File: config.mk
export PLATFORM = sky130hd
export DESIGN_NAME = acq_sequencer
export DESIGN_NICKNAME = d
export VERILOG_FILES = /design/src/rtl/acq_pkg.sv /design/src/rtl/acq_cmd_decode.sv /design/src/rtl/acq_sequencer.sv
export SDC_FILE = /design/constraint.sdc
export NUM_CORES = 1
export LEC_CHECK = 0
export ABC_AREA = 0
export CORE_ASPECT_RATIO = 0.8
export CORE_UTILIZATION = 45
export CTS_BUF_LIST = sky130_fd_sc_hd__clkbuf_16
export DETAILED_ROUTE_END_ITERATION = 8
export GPL_ROUTABILITY_DRIVEN = 0
export HOLD_SLACK_MARGIN = 0.05
export PLACE_DENSITY_LB_ADDON = 0.08
export SLEW_MARGIN = 25
export SYNTH_ARGS = -nofsm -noshare
export SYNTH_HDL_FRONTEND = slang
export SYNTH_HIERARCHICAL = 1
export SYNTH_SLANG_ARGS = --single-unit
File: constraint.sdc
create_clock -name clk -period 3.4 [get_ports clk]
set_input_delay 0.51 -clock clk [delete_from_list [all_inputs] [get_ports clk]]
set_output_delay 0.51 -clock clk [all_outputs]
set_load 0.02 [all_outputs]
File: src/rtl/acq_pkg.sv
// ---- acq_pkg : shared types, command constants and nibble helper for acq_sequencer ----
// ---- rev 1.0 ----
`default_nettype none

package acq_pkg;

  typedef enum logic [1:0] {
    ST_IDLE      = 2'd0,
    ST_CLEAR     = 2'd1,
    ST_INTEGRATE = 2'd2,
    ST_LATCH     = 2'd3
  } state_t;

  localparam logic [3:0]  CMD_SET_NIB   = 4'hC;
  localparam logic [15:0] CMD_CLR_OVR   = 16'h5A5A;
  localparam logic [3:0]  CMD_START_NIB = 4'hF;
  localparam logic [3:0]  CMD_STOP_NIB  = 4'h0;

  // Number of nibbles in word equal to nibble (0..4); gives single-nibble error tolerance
  function automatic logic [2:0] nib_match(input logic [15:0] word, input logic [3:0] nibble);
    logic [2:0] n;
    n = 3'd0;
    for (int i = 0; i < 4; i++) begin
      if (word[4*i +: 4] == nibble) n = n + 3'd1;
    end
    return n;
  endfunction

endpackage

`default_nettype wire

File: src/rtl/acq_cmd_decode.sv
// ---- acq_cmd_decode : combinational SPI command word decoder (START > STOP > CLR_OVR > SET) ----
// ---- rev 1.0 ----
`default_nettype none

module acq_cmd_decode
  import acq_pkg::*;
(
  input  logic        cmd_valid,
  input  logic [15:0] command,
  output logic        is_start,
  output logic        is_stop,
  output logic        is_clr,
  output logic        is_set,
  output logic [11:0] period_val
);

  always_comb begin
    is_start   = 1'b0;
    is_stop    = 1'b0;
    is_clr     = 1'b0;
    is_set     = 1'b0;
    period_val = command[11:0];
    if (cmd_valid) begin
      if (nib_match(command, CMD_START_NIB) >= 3'd3)      is_start = 1'b1;
      else if (nib_match(command, CMD_STOP_NIB) >= 3'd3)  is_stop  = 1'b1;
      else if (command == CMD_CLR_OVR)                    is_clr   = 1'b1;
      else if (command[15:12] == CMD_SET_NIB)             is_set   = 1'b1;
    end
  end

endmodule

`default_nettype wire

File: src/rtl/acq_sequencer.sv
// ---- acq_sequencer : gated integration window sequencer with latched result and valid/ack ----
// ---- rev 1.0 ----
`default_nettype none

module acq_sequencer
  import acq_pkg::*;
#(
  parameter int          COUNT_W    = 32,
  parameter int          TICK_DIV   = 1000,
  parameter logic [11:0] PERIOD_RST = 12'd100
) (
  input  logic               clk,
  input  logic               rst_n,
  input  logic               cmd_valid,
  input  logic [15:0]        command,
  input  logic [COUNT_W-1:0] cnt_value,
  output logic               cnt_clear,
  output logic               cnt_enable,
  output logic [COUNT_W-1:0] result,
  output logic               result_valid,
  input  logic               result_ack,
  output logic [15:0]        frame_idx,
  output logic               busy,
  output logic               overrun
);

  localparam int                 PRESC_W   = (TICK_DIV > 1) ? $clog2(TICK_DIV) : 1;
  localparam logic [PRESC_W-1:0] PRESC_MAX = PRESC_W'(TICK_DIV - 1);

  logic        is_start;
  logic        is_stop;
  logic        is_clr;
  logic        is_set;
  logic [11:0] period_val;

  state_t             state;
  logic [11:0]        period;
  logic [11:0]        act_period;
  logic [PRESC_W-1:0] presc;
  logic [11:0]        tick;
  logic [15:0]        frame_cnt;

  acq_cmd_decode u_decode (
    .cmd_valid  (cmd_valid),
    .command    (command),
    .is_start   (is_start),
    .is_stop    (is_stop),
    .is_clr     (is_clr),
    .is_set     (is_set),
    .period_val (period_val)
  );

  assign busy = (state != ST_IDLE);

  always_ff @(posedge clk or negedge rst_n) begin
    if (!rst_n) begin
      state        <= ST_IDLE;
      period       <= PERIOD_RST;
      act_period   <= PERIOD_RST;
      presc        <= '0;
      tick         <= '0;
      frame_cnt    <= '0;
      cnt_clear    <= 1'b0;
      cnt_enable   <= 1'b0;
      result       <= '0;
      result_valid <= 1'b0;
      frame_idx    <= '0;
      overrun      <= 1'b0;
    end else begin
      cnt_clear <= 1'b0;
      if (is_set && (period_val != 12'd0)) period <= period_val;
      if (is_clr)     overrun      <= 1'b0;
      if (result_ack) result_valid <= 1'b0;

      if (is_stop && (state != ST_IDLE)) begin
        state      <= ST_IDLE;
        cnt_enable <= 1'b0;
      end else begin
        case (state)
          ST_IDLE: begin
            if (is_start) begin
              state     <= ST_CLEAR;
              cnt_clear <= 1'b1;
              frame_cnt <= '0;
            end
          end
          ST_CLEAR: begin
            // Period is frozen for the whole window so SET_PERIOD only affects later frames
            state      <= ST_INTEGRATE;
            cnt_enable <= 1'b1;
            act_period <= period;
            presc      <= '0;
            tick       <= '0;
          end
          ST_INTEGRATE: begin
            if (presc == PRESC_MAX) begin
              presc <= '0;
              if (tick == act_period - 12'd1) begin
                state      <= ST_LATCH;
                cnt_enable <= 1'b0;
              end else begin
                tick <= tick + 12'd1;
              end
            end else begin
              presc <= presc + PRESC_W'(1);
            end
          end
          ST_LATCH: begin
            state        <= ST_CLEAR;
            cnt_clear    <= 1'b1;
            result       <= cnt_value;
            result_valid <= 1'b1;
            frame_idx    <= frame_cnt;
            frame_cnt    <= frame_cnt + 16'd1;
            // An ack arriving with the capture reads the old frame, so it is not lost
            if (result_valid && !result_ack) overrun <= 1'b1;
          end
          default: state <= ST_IDLE;
        endcase
      end
    end
  end

endmodule

`default_nettype wire
* Word-level counts from Yosys, hierarchy flattened
Index checks and enable logic that the tools add are counted.
** Operators by class
- Add/subtract/negate cells :: 10
- Muxes and demuxes :: 60
- Bitwise logic cells :: 1
- Equal/unequal tests :: 17
- Reduce and logical (&&, ||, !) cells :: 21
- Magnitude comparators :: 2
- $mul :: 0
- Shifts and indexed selects :: 0
- Divide/modulo/power cells :: 0
** Operators by type and width (count)
- $mux 3 :: 18
- $pmux 16 s2 :: 1
- $mux 1 :: 28
- $mux 12 :: 2
- $pmux 12 s2 :: 1
- $eq 4x4->1 const B :: 5
- $pmux 10 s2 :: 1
- $add 3x1->3 const B :: 6
- $add 16x1->16 const B :: 1
- $eq 16x15->1 const B :: 1
- $logic_not 4->1 :: 4
- $mux 16 :: 1
- $add 12x1->12 const B :: 1
- $eq 12x12->1 :: 1
- $reduce_bool 12->1 :: 1
- $sub 12x1->12 const B :: 1
- $add 10x1->10 const B :: 1
- $eq 10x10->1 const B :: 1
- $mux 10 :: 1
- $ne 3x3->1 const B :: 3
- $reduce_and 3->1 :: 3
- $mux 2 :: 4
- $pmux 2 s4 :: 1
- $ge 3x2->1 const B :: 2
- other kinds (12) :: 22
** Storage, ports and cells
- Logic and storage cells :: 123
- Memories kept :: 0
- Bits in latches :: 0
- Input bits :: 52
- Flip-flop bits (word level) :: 116
- Memory bits (read-only) :: 0
- Memory bits (writable) :: 0
- Output and inout port bits :: 53

* Depth between registers and ports, before layout
- Depth in word-level cells :: 35
- Depth in mapped cells :: 17
- Gate-level depth less buffers :: 17

* Modules after synthesis
The synthesis kept the hierarchy.
** By module, submodules not included
- acq_sequencer :: area an instance 5529.1 um2, cells an instance 488, seq. area each 2910.3 um2, times used 1
- acq_cmd_decode :: area an instance 566.8 um2, cells an instance 73, seq. area each 0.0 um2, times used 1

* Least setup slack after synthesis
No wires, ideal clock.
- Path kind :: in2reg
- Start point :: input command[5]
- End point :: register tick[0]
- Required time :: 3.272 ns
- Data arrival time :: 3.806 ns
- Stages on the path :: 15
- Slack :: -0.533 ns
- Library setup time :: 0.128 ns
- Path buffers :: 1
- Cells stage by stage :: or4_1 inv_1 ha_1 xor2_1 ha_1 nand2b_1 mux2i_1 a21oi_4 o211a_1 nand2_1 nand2_1 clkbuf_1 a41oi_2 nand2_1 mux2_1
** On the way
- Longest elaborated chain between the ends :: 19
- Elaborated cells on any way between the ends :: 29
- Classes of those cells :: add/sub: 4; order compare: 2; eq/ne: 1; mux: 18; bitwise: 1; reduce/logical: 3
** Ends and longest elaborated chain
- from (decl) :: line acq_sequencer.sv:15 : input logic [15:0] command,
- $logic_not 4->1 :: line acq_pkg.sv:24 : if (word[4*i +: 4] == nibble) n = n + 3'd1;
- $mux 3 :: line acq_pkg.sv:24
- $mux 3 :: line acq_cmd_decode.sv:24 : if (nib_match(command, CMD_START_NIB) >= 3'd3) is_start = 1'b1;
- $mux 3 :: line acq_cmd_decode.sv:23 : if (cmd_valid) begin
- $add 3x1->3 :: line acq_pkg.sv:24
- $mux 3 :: line acq_pkg.sv:24
- $mux 3 :: line acq_cmd_decode.sv:24
- $mux 3 :: line acq_cmd_decode.sv:23
- [4 not listed]
- $ge 3x2->1 :: line acq_cmd_decode.sv:25 : else if (nib_match(command, CMD_STOP_NIB) >= 3'd3) is_stop = 1'b1;
- $mux 1 :: line acq_cmd_decode.sv:25
- $mux 1 * :: line acq_cmd_decode.sv:24
- $mux 1 * :: line acq_cmd_decode.sv:23
- net is_stop :: line acq_sequencer.sv:31 : logic is_stop;
- $logic_and 1x1->1 * :: line acq_sequencer.sv:75 : if (is_stop && (state != ST_IDLE)) begin
- $not 1->1 (no line) *
- $reduce_and 4->1 (no line) *
- to (signal assigned) :: line acq_sequencer.sv:102 : tick <= tick + 12'd1;
- to (decl) :: line acq_sequencer.sv:40 : logic [11:0] tick;
The timed path passes the listed nets; every way through them passes the cells marked *. The select of a mux whose other input is x is not followed.
A chain may end at the register's enable or synchronous reset.

* Worst setup path in the final report
- Start point :: input command[5]
- End point :: register frame_idx[8]
** On the way
- Longest elaborated chain between the ends :: 19
- Elaborated cells on any way between the ends :: 29
- Classes of those cells :: add/sub: 4; order compare: 2; eq/ne: 1; mux: 18; bitwise: 1; reduce/logical: 3
** Ends and longest elaborated chain
- $logic_not 4->1 :: line acq_pkg.sv:24
- $mux 3 :: line acq_pkg.sv:24
- $mux 3 :: line acq_cmd_decode.sv:24
- $mux 3 :: line acq_cmd_decode.sv:23
- $add 3x1->3 :: line acq_pkg.sv:24
- $mux 3 :: line acq_pkg.sv:24
- $mux 3 :: line acq_cmd_decode.sv:24
- $mux 3 :: line acq_cmd_decode.sv:23
- [4 not listed]
- $ge 3x2->1 :: line acq_cmd_decode.sv:25
- $mux 1 :: line acq_cmd_decode.sv:25
- $mux 1 * :: line acq_cmd_decode.sv:24
- $mux 1 * :: line acq_cmd_decode.sv:23
- net is_stop :: line acq_sequencer.sv:31
- $logic_and 1x1->1 * :: line acq_sequencer.sv:75
- $not 1->1 (no line) *
- $reduce_and 2->1 (no line) *
- to (signal assigned) :: line acq_sequencer.sv:113 : frame_idx <= frame_cnt;
- to (decl) :: line acq_sequencer.sv:22 : output logic [15:0] frame_idx,
Marks and branches as above.

==> flow_metrics.tcl <==
set metrics [dict create \
    status "finished, final reports clean" \
    crit_fanout 20 \
    fp-row-count 37 \
    peakVddDrop_uv 553 \
    syn_inst 561 \
    cts_buffers 17 \
    cts_tree "built" \
    drive_gt1_frac 0.303 \
    hold_buffers 0 \
    avgSynthCellArea_um2 10.9 \
    grt_pass1_vias 5009 \
    ys_types 74 \
    p_leak_uw 0.00378 \
    viasPerCell 5.41 \
    synth_top_cell_by_area "dfrtp_1" \
    io_pins 105 \
    first_iter_violations 288 \
    grt_max_degree 76 \
    cts-root-buf "clkbuf_16" \
    vias 4855 \
    fin_crit_ns 3.29 \
    synth_top_area_share 0.452 \
    cts.sinks 116 \
    n_antenna_cell 0 \
    die_h_um 106 \
    cts-htree-levels 4 \
    postRouteWirelength_um 14400 \
    async_flop_share 1.00 \
    final_nets 778 \
    place_area_mm2 0.00773 \
    overflow 0 \
    critPathCaptureType "flip-flop" \
    ys.flop_type "dfrtp_1" \
    clockBufferDepth 2 \
    r2r_slack_ns 0.43 \
    antenna_found_initial 0 \
    dp_hpwl_um 10100 \
    final_area_mm2 0.00856 \
    yosysWarnings 6 \
    grtUsageTotal 0.221 \
    clk_pin_slew_worst_paths_ns 0.05 \
    hold_class "input port to async pin" \
    cap_violations 0 \
    synth_area_mm2 0.00610 \
    cp-start-kind "input port" \
    syn_nets 629 \
    finalCritPeriodShare 0.968 \
    clock.fmax_ghz 0.304 \
    final-setup-viol-count 0 \
    firstDrtPassIters 4 \
    skew_ns 0.00645 \
    critPathArrivalTime_ns 3.59 \
    area_growth_pct 40.5 \
    fin_tns_setup_ns 0 \
    io_buffers 104 \
    cp.required_ns 3.70 \
    worst_slew_margin_rel 0.631 \
    clock_latency_ns 0.42 \
    slew_viol_final 0 \
    ant_nets 0 \
    ys_seq_area_frac 0.477 \
    holdWs_ns 0.0881 \
    crit_type "input port to flip-flop" \
    worst_slew_pin_slew_ns 0.553 \
    synth_edf_count 0 \
    finalHoldViolations 0 \
    wl_per_cell_um 16.1 \
    grt_pass1_wl_um 24400 \
    drc 0 \
    dieWidth_um 132 \
    powerDensity_mw_per_mm2 841 \
    ys_seq_elements 116 \
    synth_area_leaders "dfrtp_1, mux2_2, ha_1" \
    core-area_mm2 0.0131 \
    rsz0062_at_grt "true" \
    die-area_mm2 0.0140 \
    initial_core_util 0.467 \
]
-- cell families (layout without fill, tap and decap cells) --
logic type	Yosys count	in the layout	share of synthesized area
muxes	78	78	0.143
xor gates and xnor gates	27	27	0.0388
buffers and inverters	48	209	0.0382
DFF	116	116	0.477
and+or+nand+nor	204	204	0.182
adders and majority gates	16	16	0.0328
AOI/OAI and AO/OA	72	72	0.0877
-- final timing paths --
check,depth (start not counted),start,endpoint
setup / recovery,15,command[5],frame_idx[8]
hold / removal,1,rst_n,tick[6]
setup reg to reg,10,act_period[0],tick[10]
hold reg to reg,1,result[12],result[12]
max in group asynchronous,2,rst_n,frame_cnt[2]
min in group clk,3,command[5],period[5]
-- cell usage after synthesis (3+ instances only) --
cell type / instances
a21o_1: 3
a21oi_1: 6
a31oi_1: 7
and3_1: 15
buf_1: 3
buf_4: 12
clkbuf_1: 14
dfrtp_1: 110
dfstp_2: 6
ha_1: 16
inv_1: 18
mux2_2: 72
mux2i_1: 5
nand2_1: 53
nand2b_1: 12
nand3_1: 21
nand4_1: 16
nand4b_1: 3
nor2_1: 38
nor2b_1: 4
nor3_1: 6
nor4_1: 8
o21ai_0: 18
o21ai_1: 3
o31ai_1: 4
or3_1: 3
or4_4: 3
xnor2_1: 6
xor2_1: 21
-- where the power goes --
| part | internal (uW) | leakage (uW) | switching (uW) |
|---|---|---|---|
| clock network | 1370 | 0.000327 | 653 |
| logic | 1530 | 0.00198 | 1490 |
| registers | 1810 | 0.00147 | 347 |
-- worst max-delay path: stages --
cell	delay (ns)
buf_6	0.09
or4_4	0.55
inv_4	0.10
ha_4	0.21
xor2_2	0.18
ha_4	0.30
nor2_1	0.05
a211o_1	0.31
a21oi_4	0.18
o211a_4	0.23
nand2_2	0.09
buf_4	0.15
nand2_4	0.12
buf_12	0.17
mux2_2	0.34
-- state kept, by name, summed over array words and instances, names as in the netlist --
register      cells
result           32
period           12
result_valid      1
cnt_clear         1
overrun           1
state             2
frame_cnt        16
frame_idx        16
tick             12
act_period       12
presc            10
cnt_enable        1
-- layer usage --
metal,track usage,up-vias,part of all wire
met5,0,-,0
met3,0.0768,16,0.067
li1,-,2319,-
met2,0.336,127,0.45
met1,0.293,2393,0.47
met4,0.0789,0,0.012
-- per-stage QoR --
stage	setup WS [ns]	util	cells	power, uW
final	0.108	0.656	897	7200
after global routing	-0.0395	0.656	897	7600
after CTS	0.00506	0.650	896	7240
after detailed placement	-0.720	0.592	864	5080
after global placement	-0.626	0.592	864	5000
after floorplan	-0.177	-	561	3940
-- timing repair --
action / 4_1_cts / 5_1_grt
setup buffers: 0 / 1
pin swaps: 11 / 17
resized for setup: 25 / 30
gates cloned: 1 / 0
endpoints found under the setup margin: 109 / 100
-- layout by cell type, fill, tap and decap left out, drive strengths merged, types with 3 or more instances in the layout --
cell	synthesis	layout
dfrtp	110	110
clkdlybuf4s50	0	93
mux2	73	73
buf	16	58
nand2	53	53
nor2	38	38
inv	18	22
clkbuf	14	22
xor2	21	21
nand3	21	21
o21ai	21	21
nand4	17	17
ha	16	16
and3	15	15
nand2b	12	12
nor4	11	11
nor3	7	7
a21oi	7	7
a31oi	7	7
dfstp	6	6
bufinv	0	6
xnor2	6	6
or4	5	5
mux2i	5	5
nor2b	4	4
o31ai	4	4
a31o	4	4
clkinv	0	4
or3	3	3
a21o	3	3
nand4b	3	3
dlymetal6s2s	0	3
nor4b	3	3
and2	3	3
-- area by class of cell --
class,instances,area [um^2]
Clock buffer,17,425
Clock inverter,14,233
Fill cell,1012,4490
Inverter,18,70.1
Multi-Input combinational cell,397,3170
Sequential cell,116,2910
Tap cell,175,219
Timing Repair Buffer,160,1530
Power figures use the tool's default switching activity.
